`config.mk`:
```
export PLATFORM = sky130hd
export DESIGN_NAME = bgr_scan_ctrl
export DESIGN_NICKNAME = d
export VERILOG_FILES = /design/src/rtl/bgr_scan_pkg.sv /design/src/rtl/bgr_scan_timer.sv /design/src/rtl/bgr_scan_ctrl.sv
export SDC_FILE = /design/constraint.sdc
export NUM_CORES = 1
export LEC_CHECK = 0
export ABC_AREA = 1
export CAP_MARGIN = 20
export CORE_ASPECT_RATIO = 1.1
export CORE_MARGIN = 2
export CORE_UTILIZATION = 41
export DETAILED_ROUTE_END_ITERATION = 10
export GPL_TIMING_DRIVEN = 0
export PLACE_DENSITY = 0.65
export SLEW_MARGIN = 25
export SYNTH_ARGS = -nofsm -noshare
export SYNTH_HDL_FRONTEND = slang
export SYNTH_SLANG_ARGS = --single-unit
```
`constraint.sdc`:
```
create_clock -name clk -period 3.35 [get_ports clk]
set_clock_uncertainty 0.1 [all_clocks]
set_input_delay 0.5025 -clock clk [delete_from_list [all_inputs] [get_ports clk]]
set_output_delay 0.5025 -clock clk [all_outputs]
set_load 0.005 [all_outputs]
```
`src/rtl/bgr_scan_pkg.sv`:
```
// ---------------------------------------------------------------------------
// bgr_scan_pkg
// Shared definitions for the bandgap array scan controller: the sequencer
// state encoding, the array size and the channel index width, plus a helper
// that advances a channel index with wrap-around.
//
// Optional feature macro used by the controller: BGR_SCAN_CONT_EN
// (continuous scanning instead of a single pass).
// ---------------------------------------------------------------------------
package bgr_scan_pkg;

    localparam int NCH  = 32;
    localparam int CH_W = 5;

    typedef enum logic [3:0] {
        ST_IDLE,
        ST_PORST,
        ST_SETTLE,
        ST_SELECT,
        ST_CONNECT,
        ST_SAMPLE,
        ST_BREAK,
        ST_NEXT,
        ST_DONE,
        ST_ABORT
    } state_t;

    // Channel indices are exactly CH_W bits wide, so 31 + 1 wraps to 0.
    function automatic logic [CH_W-1:0] next_chan(input logic [CH_W-1:0] c);
        return c + 1'b1;
    endfunction

endpackage

```
`src/rtl/bgr_scan_timer.sv`:
```
// ---------------------------------------------------------------------------
// bgr_scan_timer
// Loadable down-counter shared by every timed state of the scan sequencer.
// Loading value V makes 'expired' go high V cycles later, so a state that
// must last N cycles loads N-1 on the edge that enters it.
//
// Ports:
//   clk     - clock
//   rst     - asynchronous active-high reset
//   load    - load 'value' into the counter on this edge
//   value   - count to load
//   expired - counter has reached zero
// ---------------------------------------------------------------------------
module bgr_scan_timer #(
    parameter int CNT_W = 16
) (
    input  logic             clk,
    input  logic             rst,
    input  logic             load,
    input  logic [CNT_W-1:0] value,
    output logic             expired
);

    logic [CNT_W-1:0] count;

    // Count down to zero and stop there; a load always wins.
    always_ff @(posedge clk or posedge rst) begin
        if (rst) begin
            count <= '0;
        end else if (load) begin
            count <= value;
        end else if (count != '0) begin
            count <= count - 1'b1;
        end
    end

    assign expired = (count == '0);

endmodule

```
`src/rtl/bgr_scan_ctrl.sv`:
```
// ---------------------------------------------------------------------------
// bgr_scan_ctrl
// Sequencer for the 32-macro bandgap array and its three 32:1 output muxes.
// For each channel of the requested range it pulses the macro's startup
// line, waits for settling, selects the channel with break-before-make,
// dwells, handshakes once with the external sampler and then opens the
// switch before moving on.
//
// Optional feature: define BGR_SCAN_CONT_EN to rescan the range
// continuously (done pulses per pass, only abort or rst end the scan).
//
// Ports:
//   clk, rst             - clock, asynchronous active-high reset
//   start                - one-cycle scan request (ignored while busy)
//   abort                - level, terminates the scan safely
//   ch_first, ch_last    - channel range, latched on an accepted start
//   sample_ack           - sampler captured the current outputs
//   porst[31:0]          - per-macro startup pulse
//   s_vbgr/s_va/s_vb     - mux selects (identical)
//   decoder_en_*         - decoder enables (identical)
//   switch_en_*          - switch enables (identical)
//   sample_req           - outputs stable, may be sampled
//   chan                 - channel being processed
//   busy, done, aborted  - scan status
// ---------------------------------------------------------------------------
module bgr_scan_ctrl
    import bgr_scan_pkg::*;
#(
    parameter int PORST_CYC  = 16,
    parameter int SETTLE_CYC = 256,
    parameter int GUARD_CYC  = 4,
    parameter int DWELL_CYC  = 64,
    parameter int CNT_W      = 16
) (
    input  logic            clk,
    input  logic            rst,
    input  logic            start,
    input  logic            abort,
    input  logic [CH_W-1:0] ch_first,
    input  logic [CH_W-1:0] ch_last,
    input  logic            sample_ack,
    output logic [NCH-1:0]  porst,
    output logic [CH_W-1:0] s_vbgr,
    output logic [CH_W-1:0] s_va,
    output logic [CH_W-1:0] s_vb,
    output logic            decoder_en_vbgr,
    output logic            decoder_en_va,
    output logic            decoder_en_vb,
    output logic            switch_en_vbgr,
    output logic            switch_en_va,
    output logic            switch_en_vb,
    output logic            sample_req,
    output logic [CH_W-1:0] chan,
    output logic            busy,
    output logic            done,
    output logic            aborted
);

    localparam logic [CNT_W-1:0] PORST_LD  = CNT_W'(PORST_CYC - 1);
    localparam logic [CNT_W-1:0] SETTLE_LD = CNT_W'(SETTLE_CYC - 1);
    localparam logic [CNT_W-1:0] GUARD_LD  = CNT_W'(GUARD_CYC - 1);
    localparam logic [CNT_W-1:0] DWELL_LD  = CNT_W'(DWELL_CYC - 1);

    state_t          state_q, state_d;
    logic [CH_W-1:0] chan_q, chan_d;
    logic [CH_W-1:0] last_q, last_d;
    logic            pend_q, pend_d;
`ifdef BGR_SCAN_CONT_EN
    logic [CH_W-1:0] first_q, first_d;
`endif

    logic             tmr_load;
    logic [CNT_W-1:0] tmr_value;
    logic             tmr_expired;

    logic [NCH-1:0]   porst_d, porst_q;
    logic [CH_W-1:0]  sel_d, sel_q;
    logic [CH_W-1:0]  chan_out_d, chan_out_q;
    logic             dec_d, dec_q;
    logic             sw_d, sw_q;
    logic             req_d, req_q;
    logic             busy_d, busy_q;
    logic             done_d, done_q;
    logic             aborted_d, aborted_q;

    bgr_scan_timer #(
        .CNT_W (CNT_W)
    ) u_timer (
        .clk     (clk),
        .rst     (rst),
        .load    (tmr_load),
        .value   (tmr_value),
        .expired (tmr_expired)
    );

    // State register plus the scan context: current channel, the latched
    // range end and a flag remembering that an abort arrived while the
    // switch was closed, so BREAK ends in ABORT instead of the next channel.
    always_ff @(posedge clk or posedge rst) begin
        if (rst) begin
            state_q <= ST_IDLE;
            chan_q  <= '0;
            last_q  <= '0;
            pend_q  <= 1'b0;
`ifdef BGR_SCAN_CONT_EN
            first_q <= '0;
`endif
        end else begin
            state_q <= state_d;
            chan_q  <= chan_d;
            last_q  <= last_d;
            pend_q  <= pend_d;
`ifdef BGR_SCAN_CONT_EN
            first_q <= first_d;
`endif
        end
    end

    // Next-state logic. Every timed state is entered together with a timer
    // load of its duration minus one. Abort leaves the unconnected states
    // directly, but once the switch is closed it always goes through BREAK
    // so the switch opens a guard time before the decoder is disabled.
    // Abort is tested before sample_ack so it wins a same-cycle collision.
    always_comb begin
        state_d   = state_q;
        chan_d    = chan_q;
        last_d    = last_q;
        pend_d    = pend_q;
        tmr_load  = 1'b0;
        tmr_value = '0;
`ifdef BGR_SCAN_CONT_EN
        first_d   = first_q;
`endif
        case (state_q)
            ST_IDLE: begin
                if (start) begin
                    chan_d    = ch_first;
                    last_d    = ch_last;
                    pend_d    = 1'b0;
`ifdef BGR_SCAN_CONT_EN
                    first_d   = ch_first;
`endif
                    state_d   = ST_PORST;
                    tmr_load  = 1'b1;
                    tmr_value = PORST_LD;
                end
            end
            ST_PORST: begin
                if (abort) begin
                    state_d = ST_ABORT;
                end else if (tmr_expired) begin
                    state_d   = ST_SETTLE;
                    tmr_load  = 1'b1;
                    tmr_value = SETTLE_LD;
                end
            end
            ST_SETTLE: begin
                if (abort) begin
                    state_d = ST_ABORT;
                end else if (tmr_expired) begin
                    state_d   = ST_SELECT;
                    tmr_load  = 1'b1;
                    tmr_value = GUARD_LD;
                end
            end
            ST_SELECT: begin
                if (abort) begin
                    state_d = ST_ABORT;
                end else if (tmr_expired) begin
                    state_d   = ST_CONNECT;
                    tmr_load  = 1'b1;
                    tmr_value = DWELL_LD;
                end
            end
            ST_CONNECT: begin
                if (abort) begin
                    pend_d    = 1'b1;
                    state_d   = ST_BREAK;
                    tmr_load  = 1'b1;
                    tmr_value = GUARD_LD;
                end else if (tmr_expired) begin
                    state_d = ST_SAMPLE;
                end
            end
            ST_SAMPLE: begin
                if (abort || sample_ack) begin
                    pend_d    = abort;
                    state_d   = ST_BREAK;
                    tmr_load  = 1'b1;
                    tmr_value = GUARD_LD;
                end
            end
            ST_BREAK: begin
                if (abort) begin
                    pend_d = 1'b1;
                end
                if (tmr_expired) begin
                    if (pend_d) begin
                        state_d = ST_ABORT;
                    end else if (chan_q == last_q) begin
                        state_d = ST_DONE;
                    end else begin
                        chan_d  = next_chan(chan_q);
                        state_d = ST_NEXT;
                    end
                end
            end
            ST_NEXT: begin
                if (abort) begin
                    state_d = ST_ABORT;
                end else begin
                    state_d   = ST_PORST;
                    tmr_load  = 1'b1;
                    tmr_value = PORST_LD;
                end
            end
            ST_DONE: begin
`ifdef BGR_SCAN_CONT_EN
                if (abort) begin
                    state_d = ST_ABORT;
                end else begin
                    chan_d    = first_q;
                    state_d   = ST_PORST;
                    tmr_load  = 1'b1;
                    tmr_value = PORST_LD;
                end
`else
                state_d = ST_IDLE;
`endif
            end
            ST_ABORT: begin
                state_d = ST_IDLE;
            end
            default: begin
                state_d = ST_IDLE;
            end
        endcase
    end

    // Output decode from the upcoming state and channel, so the registered
    // outputs line up exactly with the state they describe. The select only
    // carries the channel while the decoder is enabled, which keeps it
    // constant for the whole enabled window.
    always_comb begin
        porst_d    = '0;
        sel_d      = '0;
        chan_out_d = '0;
        dec_d      = 1'b0;
        sw_d       = 1'b0;
        req_d      = 1'b0;
        busy_d     = 1'b0;
        done_d     = 1'b0;
        aborted_d  = 1'b0;
        case (state_d)
            ST_PORST: begin
                porst_d    = {{(NCH-1){1'b0}}, 1'b1} << chan_d;
                chan_out_d = chan_d;
                busy_d     = 1'b1;
            end
            ST_SETTLE, ST_NEXT: begin
                chan_out_d = chan_d;
                busy_d     = 1'b1;
            end
            ST_SELECT, ST_BREAK: begin
                sel_d      = chan_d;
                dec_d      = 1'b1;
                chan_out_d = chan_d;
                busy_d     = 1'b1;
            end
            ST_CONNECT: begin
                sel_d      = chan_d;
                dec_d      = 1'b1;
                sw_d       = 1'b1;
                chan_out_d = chan_d;
                busy_d     = 1'b1;
            end
            ST_SAMPLE: begin
                sel_d      = chan_d;
                dec_d      = 1'b1;
                sw_d       = 1'b1;
                req_d      = 1'b1;
                chan_out_d = chan_d;
                busy_d     = 1'b1;
            end
            ST_DONE: begin
                done_d = 1'b1;
`ifdef BGR_SCAN_CONT_EN
                busy_d     = 1'b1;
                chan_out_d = chan_d;
`endif
            end
            ST_ABORT: begin
                aborted_d = 1'b1;
            end
            default: begin
                busy_d = 1'b0;
            end
        endcase
    end

    // Output register; reset drives every output low asynchronously.
    always_ff @(posedge clk or posedge rst) begin
        if (rst) begin
            porst_q    <= '0;
            sel_q      <= '0;
            chan_out_q <= '0;
            dec_q      <= 1'b0;
            sw_q       <= 1'b0;
            req_q      <= 1'b0;
            busy_q     <= 1'b0;
            done_q     <= 1'b0;
            aborted_q  <= 1'b0;
        end else begin
            porst_q    <= porst_d;
            sel_q      <= sel_d;
            chan_out_q <= chan_out_d;
            dec_q      <= dec_d;
            sw_q       <= sw_d;
            req_q      <= req_d;
            busy_q     <= busy_d;
            done_q     <= done_d;
            aborted_q  <= aborted_d;
        end
    end

    assign porst           = porst_q;
    assign s_vbgr          = sel_q;
    assign s_va            = sel_q;
    assign s_vb            = sel_q;
    assign decoder_en_vbgr = dec_q;
    assign decoder_en_va   = dec_q;
    assign decoder_en_vb   = dec_q;
    assign switch_en_vbgr  = sw_q;
    assign switch_en_va    = sw_q;
    assign switch_en_vb    = sw_q;
    assign sample_req      = req_q;
    assign chan            = chan_out_q;
    assign busy            = busy_q;
    assign done            = done_q;
    assign aborted         = aborted_q;

endmodule

```
Yosys cells after proc, flatten, opt, wreduce, memory -nomap -nowiden
Index checks and enable logic that the tools add are counted.
- eq/ne operators: 19
- shift operators: 1
- add/subtract/negate cells: 2
- mux-type cells: 54
- reductions and logical operators: 12
- operator list (operator ; number):
    4-bit 2-to-1 mux ; 16
    8-bit case mux with 7 select lines ; 1
    4-bit by 3-bit equality test with 1-bit output, second input constant ; 8
    16-bit 2-to-1 mux ; 2
    32-bit 2-to-1 mux ; 1
    4-bit case mux with 8 select lines ; 1
    1-bit by 5-bit << shifter with 32-bit output, first input constant ; 1
    5-bit 2-to-1 mux ; 6
    4-bit by 2-bit equality test with 1-bit output, second input constant ; 4
    16-bit zero test ; 1
    1-bit 2-to-1 mux ; 16
    8-bit 2-to-1 mux ; 2
    16-bit nonzero test ; 1
    16-bit by 1-bit subtractor with 16-bit output, second input constant ; 1
    6-bit 2-to-1 mux ; 2
    5-bit case mux with 2 select lines ; 1
    4-bit by 1-bit equality test with 1-bit output, second input constant ; 2
    4-bit equality test, second input constant ; 2
    2-bit 2-to-1 mux ; 4
    7-bit OR reduction ; 1
    5-bit by 1-bit adder with 5-bit output, second input constant ; 1
    5-bit equality test ; 1
    1-bit case mux with 5 select lines ; 1
    4-bit zero test ; 1
    10 further kinds ; 11
- bits of input ports: 15
- output and inout port bits: 62
- register bits: 79
- word-level logic and storage cells: 102

Logic depth before layout (Yosys ltp)
Gate-level depths: netlist (run 1).
- word-level depth: 8
- mapped depth: 16
- mapped depth without buffers: 15

Modules after synthesis
Synthesis (run 1) repeated with hierarchy kept, for this count alone.
- cell total of the unflattened synthesis: 501
- area total of the unflattened synthesis: 4061.4 um^2
- by module, submodules not included (module ; seq. area each (um^2) ; instances ; area an instance (um^2) ; cells each):
    bgr_scan_ctrl ; 1576.5 ; 1 ; 2940.3 ; 340
    bgr_scan_timer ; 400.4 ; 1 ; 1121.1 ; 161

Worst setup path before layout (run 1)
Ideal clock, no wire load.
- kind: reg-to-reg
- from: reg u_timer.count[0]
- to: reg porst_q[7], in the netlist porst[7]
- setup time: 0.070 ns
- arrival: 1.914 ns
- path buffers: 1
- cell stages (with the launch flop): 16
- period minus slack after synthesis: 2.084 ns
- slack: 1.266 ns
- required time: 3.180 ns
- cell sequence: dfrtp_1 -> inv_1 -> ha_1 -> nand2_1 -> nor2_4 -> inv_1 -> nor2_8 -> nand2_4 -> nand2_8 -> nand2_2 -> nor2_4 -> nand2_4 -> nor2_8 -> nand2_4 -> buf_6 -> nor2_2
- word-level cells in the longest chain between the ends: 6
- elaborated cells between the ends (all ways): 16
- classes of those cells: eq/ne (1); shift (1); mux (13); reduce/logical (1)
- ends and longest elaborated chain (element ; line ; RTL):
    start, declared ; bgr_scan_timer.sv:24 ; logic [CNT_W-1:0] count;
    start signal, assigned ; bgr_scan_timer.sv:31 ; count <= value;
    start signal, assigned ; bgr_scan_timer.sv:33 ; count <= count - 1'b1;
    16-bit zero test (*) ; bgr_scan_timer.sv:37 ; assign expired = (count == '0);
    4-bit 2-to-1 mux (on tied branches) (2 in a row) ; n/a ;
    4-bit case mux with 8 select lines ; bgr_scan_ctrl.sv:134 ; case (state_q)
    4-bit by 1-bit equality test with 1-bit output ; bgr_scan_ctrl.sv:254 ; case (state_d)
    32-bit 2-to-1 mux (*) ; bgr_scan_ctrl.sv:254 ;
    via porst_d[7] ; bgr_scan_ctrl.sv:76 ; logic [NCH-1:0] porst_d, porst_q;
    end signal, assigned ; bgr_scan_ctrl.sv:314 ; porst_q <= porst_d;
    end, declared ; bgr_scan_ctrl.sv:76 ;
Mark *: on every way through the listed nets, which the timed path passes. The rest lies on a longest branch.
A chain may end at the register's enable or synchronous reset.

Worst setup path after layout (run 1)
- from: reg u_timer.count[0]
- to: reg porst_q[10], in the netlist porst[10]
Same word-level chain as after synthesis.

==> results.toml, run 1 <==
[grt]
grt_overflow = 0
grt_pass1_vias = 3369
gr-usage-met1_pct = 22.1
met3_usage_pct = 3.75
track_usage_pct = 18.2
grt_busiest_layer = "met2"
use_met2_pct = 31.9
antenna_found_initial = 0
grt_max_degree = 46
grt_pass1_wl_um = 15600

[setup_path]
cp.arrival_ns = 2.62
setup.worst_path.start = "u_timer.count[0]"
crit_path_end_kind = "flip-flop"
path_cells = "inv_1 > ha_1 > nand2_1 > nor2_4 > nand3_2 > nor2_2 > nand3_1 > nand2_1 > nand3_1 > nand2_1 > o21ai_2 > nand2_4 > buf_6 > nor2_2"
critPathKind = "flip-flop to flip-flop"
crit_top_cell = "nand2_1"
slowest_delay_ns = 0.39
worst_setup_path_start_kind = "flip-flop"
worstPathRequired_ns = 3.49
r2r-start = "u_timer.count[0]"
cp_max_fo = 10
cp_slowest_cell = "dfrtp_1"

[synth]
synth_top_area_share_pct = 47.5
syn-num-nets = 504
yosysTopAreaCell = "dfrtp_1"
synth_cell_type_count = 41
synth-seq-area-share_pct = 47.5
yosys_most_used_dff = "dfrtp_1"
postSynth.asyncResetShare_pct = 100
synth_area_leaders = "dfrtp_1 (48%), nand2_1 (8.1%), nor2_1 (5.1%), inv_1 (4.6%), nor2_2 (4.4%)"
ys_seq_elements = 79
ys_warn_count = 0
syn_inst = 486
synth_area_um2 = 4160
synth-edff-count = 0
syn_avg_cell_area_um2 = 8.56

[floorplan]
die-area_um2 = 11000
start_util_pct = 42.1
die_height_um = 110
io_pins = 77
dieWidth_um = 100
core-area_um2 = 9890
rows = 38

[layout]
drive_gt1_share_pct = 20.9
final_core_util_pct = 53.6
nets = 591
final_common_cell = "nand2_1"
mostFrequentLayoutCells = "nand2_1 (90), dfrtp_1 (79), clkdlybuf4s50_1 (75)"
final_area_um2 = 5300
n_antenna_cell = 0
num-fill-cells = 928
syn_to_final_growth_pct = 27.5

[sta]
fin_crit_ns = 2.48
post-route-period-util_pct = 73.9
final-setup-viol-count = 0
timing.slew.headroom_pct = 70.1
rsz0062_at_grt = "no"
worstMarginPinSlew_ns = 0.448
tns_ns = 0
fmax_ghz = 0.404
hold_viol_final = 0
setup_ws_ns = 0.874
drv_slew = 0

[placement]
dp_hpwl_um = 7200
place_area_um2 = 5090
dp_slack_ns = 0.888
numPortBuffers = 75
place_congestion = 0.824

[drt]
routed_wl_um = 9420
dr_total_vias = 3448
wl_per_cell_um = 13.5
drt_pass1_iterations = 4
viasPerCell = 4.94
antenna_left = 0
drcViolationCount = 0
drt_iter0_drc = 117

[worst_hold_path]
hold_class = "input pin to asynchronous set/reset pin"

[power_and_ir_drop]
seq_power_share_pct = 32.9
max-vdd-ir-drop_mv = 0.452
p_switching_mw = 1.84
pwr-share-clk_pct = 18.3
cellLeakagePower_nw = 2.52
power.density_nw_per_um2 = 770
pwr-share-comb_pct = 48.8
netSwitchingFraction_pct = 45.1
internal-power_mw = 2.24

[clocking]
path_clk_slew_ns = 0.09
root_buffer = "clkbuf_8"
post_cts_resized = 0
postCtsSetupRepairBufs = 0
cts_tree = "yes"
clk_latency_ns = 0.36
cts_sinks = 79
clockBufferDepth = 2
numCtsBuffers = 9
htreeDepth = 3
ctsHoldBuffers = 0

[run]
maxCapViolCount = 0

[status]
status = "complete, no violations"
==> per-stage QoR <==
stage | power (mW) | instances | hold slack [ns]
detailed placement | 3.36 | 682 | 0.447
finish | 4.08 | 698 | 0.414
floorplan | 2.80 | 486 | 0.403
CTS | 4.12 | 698 | 0.421
global route | 4.41 | 698 | 0.453
global placement | 3.31 | 681 | 0.422
==> cell families (layout without fill, tap and decap cells) <==
group | after synthesis | count (layout) | synth area share (%)
xor+xnor | 2 | 2 | 0.421
fa+ha+maj | 3 | 3 | 0.902
simple gates | 270 | 270 | 34.7
buf+inv | 85 | 177 | 9.47
compound gates | 47 | 47 | 7.01
flops | 79 | 79 | 47.5
==> cell usage after synthesis, types with 2 or more instances <==
library cell / n
nand3_1: 34
dfrtp_1: 79
o21ai_0: 12
nand4_1: 14
nor3_1: 8
nor2_2: 29
nand2_1: 90
nor2_8: 3
o21ai_1: 2
nand2_4: 7
a21oi_1: 19
nand3_4: 2
buf_6: 2
a21oi_4: 2
ha_1: 3
inv_1: 51
buf_4: 15
inv_2: 12
nor2_4: 10
buf_2: 2
a31oi_1: 3
nor2_1: 57
nand2_2: 10
nand3_2: 3
==> power by group through the flow <==
| stage | combinational (mW) | sequential (mW) | clock, mW |
|---|---|---|---|
| 6_report | 1.99 | 1.34 | 0.748 |
| 3_3_place_gp | 1.96 | 1.35 | 0 |
| 2_1_floorplan | 1.47 | 1.33 | 0 |
| 4_1_cts | 2.01 | 1.34 | 0.770 |
| 5_1_grt | 2.23 | 1.37 | 0.809 |
| 3_5_place_dp | 2.00 | 1.36 | 0 |
==> sequential cells by signal (all words and copies together) (netlist names) <==
| register | count |
|---|---|
| porst | 32 |
| u_timer.count | 16 |
| chan | 5 |
| chan_q | 5 |
| last_q | 5 |
| s_va | 5 |
| state_q | 4 |
| aborted | 1 |
| busy | 1 |
| decoder_en_va | 1 |
| done | 1 |
| pend_q | 1 |
| sample_req | 1 |
| switch_en_va | 1 |
==> critical path, delay by kind of cell, from the launching register on <==
| kind | cells | cell delay (ns) |
|---|---|---|
| compound gates | 1 | 0.11 |
| flops | 1 | 0.39 |
| fa+ha+maj | 1 | 0.21 |
| buf+inv | 2 | 0.31 |
| simple gates | 10 | 1.23 |
==> path summary, 6_finish.rpt <==
check | endpoint | slack [ns] | cells past startpoint
max | porst[10] | 0.87 | 14
min | busy | 0.41 | 2
max reg2reg | porst[10] | 0.87 | 14
min reg2reg | u_timer.count[14] | 0.46 | 1
max in group asynchronous | switch_en_va | 2.18 | 3
min in group clk | u_timer.count[14] | 0.46 | 1
==> cell type report <==
type	instances	area, µm²	share of cell area [%]
Sequential cell	79	1980	37.3
Clock buffer	9	124	2.34
Buffer	20	149	2.81
Multi-Input combinational cell	322	1790	33.7
Inverter	65	248	4.67
Clock inverter	7	88.8	1.67
Tap cell	120	150	2.83
Timing Repair Buffer	76	778	14.7
==> metal layers <==
| metal | wire length (µm) | vias up | share of wire, % |
|---|---|---|---|
| li1 | - | 1706 | - |
| met4 | 222 | 0 | 2.4 |
| met2 | 4820 | 87 | 51 |
| met3 | 472 | 20 | 5.0 |
| met5 | 0 | - | 0 |
| met1 | 3900 | 1635 | 41 |
No activity file was read; power rests on OpenSTA's default activity.
==> inputs of run 2 (changes only) <==
- clock period: 3.35 -> 2.3 ns (I/O delays scaled with it)
==> run 2 against run 1 <==
  * Cell count grew 2.3%
  * Non-clock buffer count up 16
  * Total power rose by 57%
  * Routed wire length rose by 3.0%
  * Combinational power increased by 68%
  * Register-to-register slack worse by 0.78 ns
  * Critical path type unchanged
  * Clock power increased by 47%
==> results.toml, run 2 (synthesis gave the netlist of run 1 again) <==
[sta]
timing.slew.headroom_pct = 71.2
fin_crit_ns = 2.21
drv_slew = 0
hold_viol_final = 0
final-setup-viol-count = 0
post-route-period-util_pct = 96.1
setup_ws_ns = 0.0897
worstMarginPinSlew_ns = 0.431
rsz0062_at_grt = "yes"
fmax_ghz = 0.452

[setup_path]
critPathKind = "flip-flop to flip-flop"
cp_slowest_cell = "dfrtp_1"
cp.arrival_ns = 2.40
slowest_delay_ns = 0.42
path_cells = "inv_2 > ha_4 > nand2_1 > nor2_4 > nand3_4 > nor2_4 > nand3_1 > nand2_1 > nand3_2 > a21oi_4 > nand2_8 > clkbuf_16 > nor2_2"
crit_path_end_kind = "flip-flop"
cp_max_fo = 8
worstPathRequired_ns = 2.49
worst_setup_path_start_kind = "flip-flop"

[clocking]
clk_latency_ns = 0.35
numCtsBuffers = 9
ctsHoldBuffers = 0
clockBufferDepth = 2
cts_tree = "yes"
htreeDepth = 3
cts_sinks = 79
path_clk_slew_ns = 0.10
root_buffer = "clkbuf_8"

[status]
status = "complete, no violations"

[power_and_ir_drop]
finalPower_mw = 6.43
power.density_nw_per_um2 = 1150
cellLeakagePower_nw = 2.61
max-vdd-ir-drop_mv = 0.768

[drt]
wl_per_cell_um = 13.6
drcViolationCount = 0
drt_pass1_iterations = 5
dr_total_vias = 3472
drt_iter0_drc = 128
viasPerCell = 4.86
routed_wl_um = 9710
antenna_left = 0

[layout]
drive_gt1_share_pct = 26.1
largest_register_ffs = 32
syn_to_final_growth_pct = 34.1
mostFrequentLayoutCells = "nand2_1 (88), dfrtp_1 (78), clkdlybuf4s50_1 (75)"
nets = 607
final_common_cell = "nand2_1"
final_core_util_pct = 56.4
n_antenna_cell = 0

[run]
maxCapViolCount = 0

[grt]
track_usage_pct = 18.0
grt_overflow = 0
grt_pass1_vias = 3411
grt_pass1_wl_um = 15600
antenna_found_initial = 0
grt_max_degree = 34

[floorplan]
core-area_um2 = 9890
die_height_um = 110
start_util_pct = 42.1
die-area_um2 = 11000
dieWidth_um = 100
rows = 38
io_pins = 77

[placement]
numPortBuffers = 75
dp_slack_ns = -0.148
place_congestion = 0.843
dp_hpwl_um = 7050

[worst_hold_path]
hold_class = "input pin to asynchronous set/reset pin"
-- run 2: report_power, final --
part	internal, mW	switching [mW]	total [mW]	leakage [nW]
registers	1.72	0.257	1.97	1.06
logic	1.30	2.05	3.35	1.45
clock network	0.522	0.576	1.10	0.0996
-- run 2: stage by stage --
step                instances  cell area (µm²)  hold WS (ns)  TNS, ns
detailed placement        683             5100         0.429    -2.27
finish                    714             5580         0.251        0
global route              714             5580         0.261   -0.749
floorplan                 486             4160         0.366        0
CTS                       703             5380         0.249        0
global placement          681             5060         0.422    -1.59
-- run 2: worst paths after layout --
path | start | to | slack (ns) | cells past startpoint
max | u_timer.count[1] | porst[25] | 0.09 | 13
min | rst | busy | 0.25 | 2
max reg2reg | u_timer.count[1] | porst[25] | 0.09 | 13
min reg2reg | u_timer.count[14] | u_timer.count[14] | 0.45 | 1
max in group asynchronous | rst | chan_q[3] | 1.36 | 3
min in group clk | abort | state_q[3] | 0.35 | 3
-- run 2: repair_timing --
item                       in CTS  in global routing
gates cloned                    0                  1
buffers inserted                4                 10
setup endpoints to repair      30                 50
resized for setup              10                 24
pin swaps                       4                 13
-- run 2: critical path: cells and delay by family (launching register included) --
family / cells / cell delay, ns
buffers and inverters: 2 / 0.27
AO/OA/AOI/OAI: 1 / 0.24
AND/OR/NAND/NOR: 9 / 0.98
flip-flops: 1 / 0.42
adder cells (fa/ha/maj): 1 / 0.13
-- run 2: cell type report --
class                   instances  area, µm²
fillers                       912       4310
flip-flops and latches         79       1980
multi-input cells             322       1900
repair buffers                 92        925
inverters                      65        253
plain buffers                  20        165
well taps                     120        150
clock buffers                   9        124
clock inverters                 7       87.6
-- run 2: per-layer routing --
metal / vias to the layer above / GRT usage [%] / routed length, µm
met2: 80 / 31.1 / 5020
met5: - / 0 / 0
met4: 0 / 6.75 / 125
met3: 10 / 4.32 / 335
li1: 1731 / - / -
met1: 1651 / 22.0 / 4230
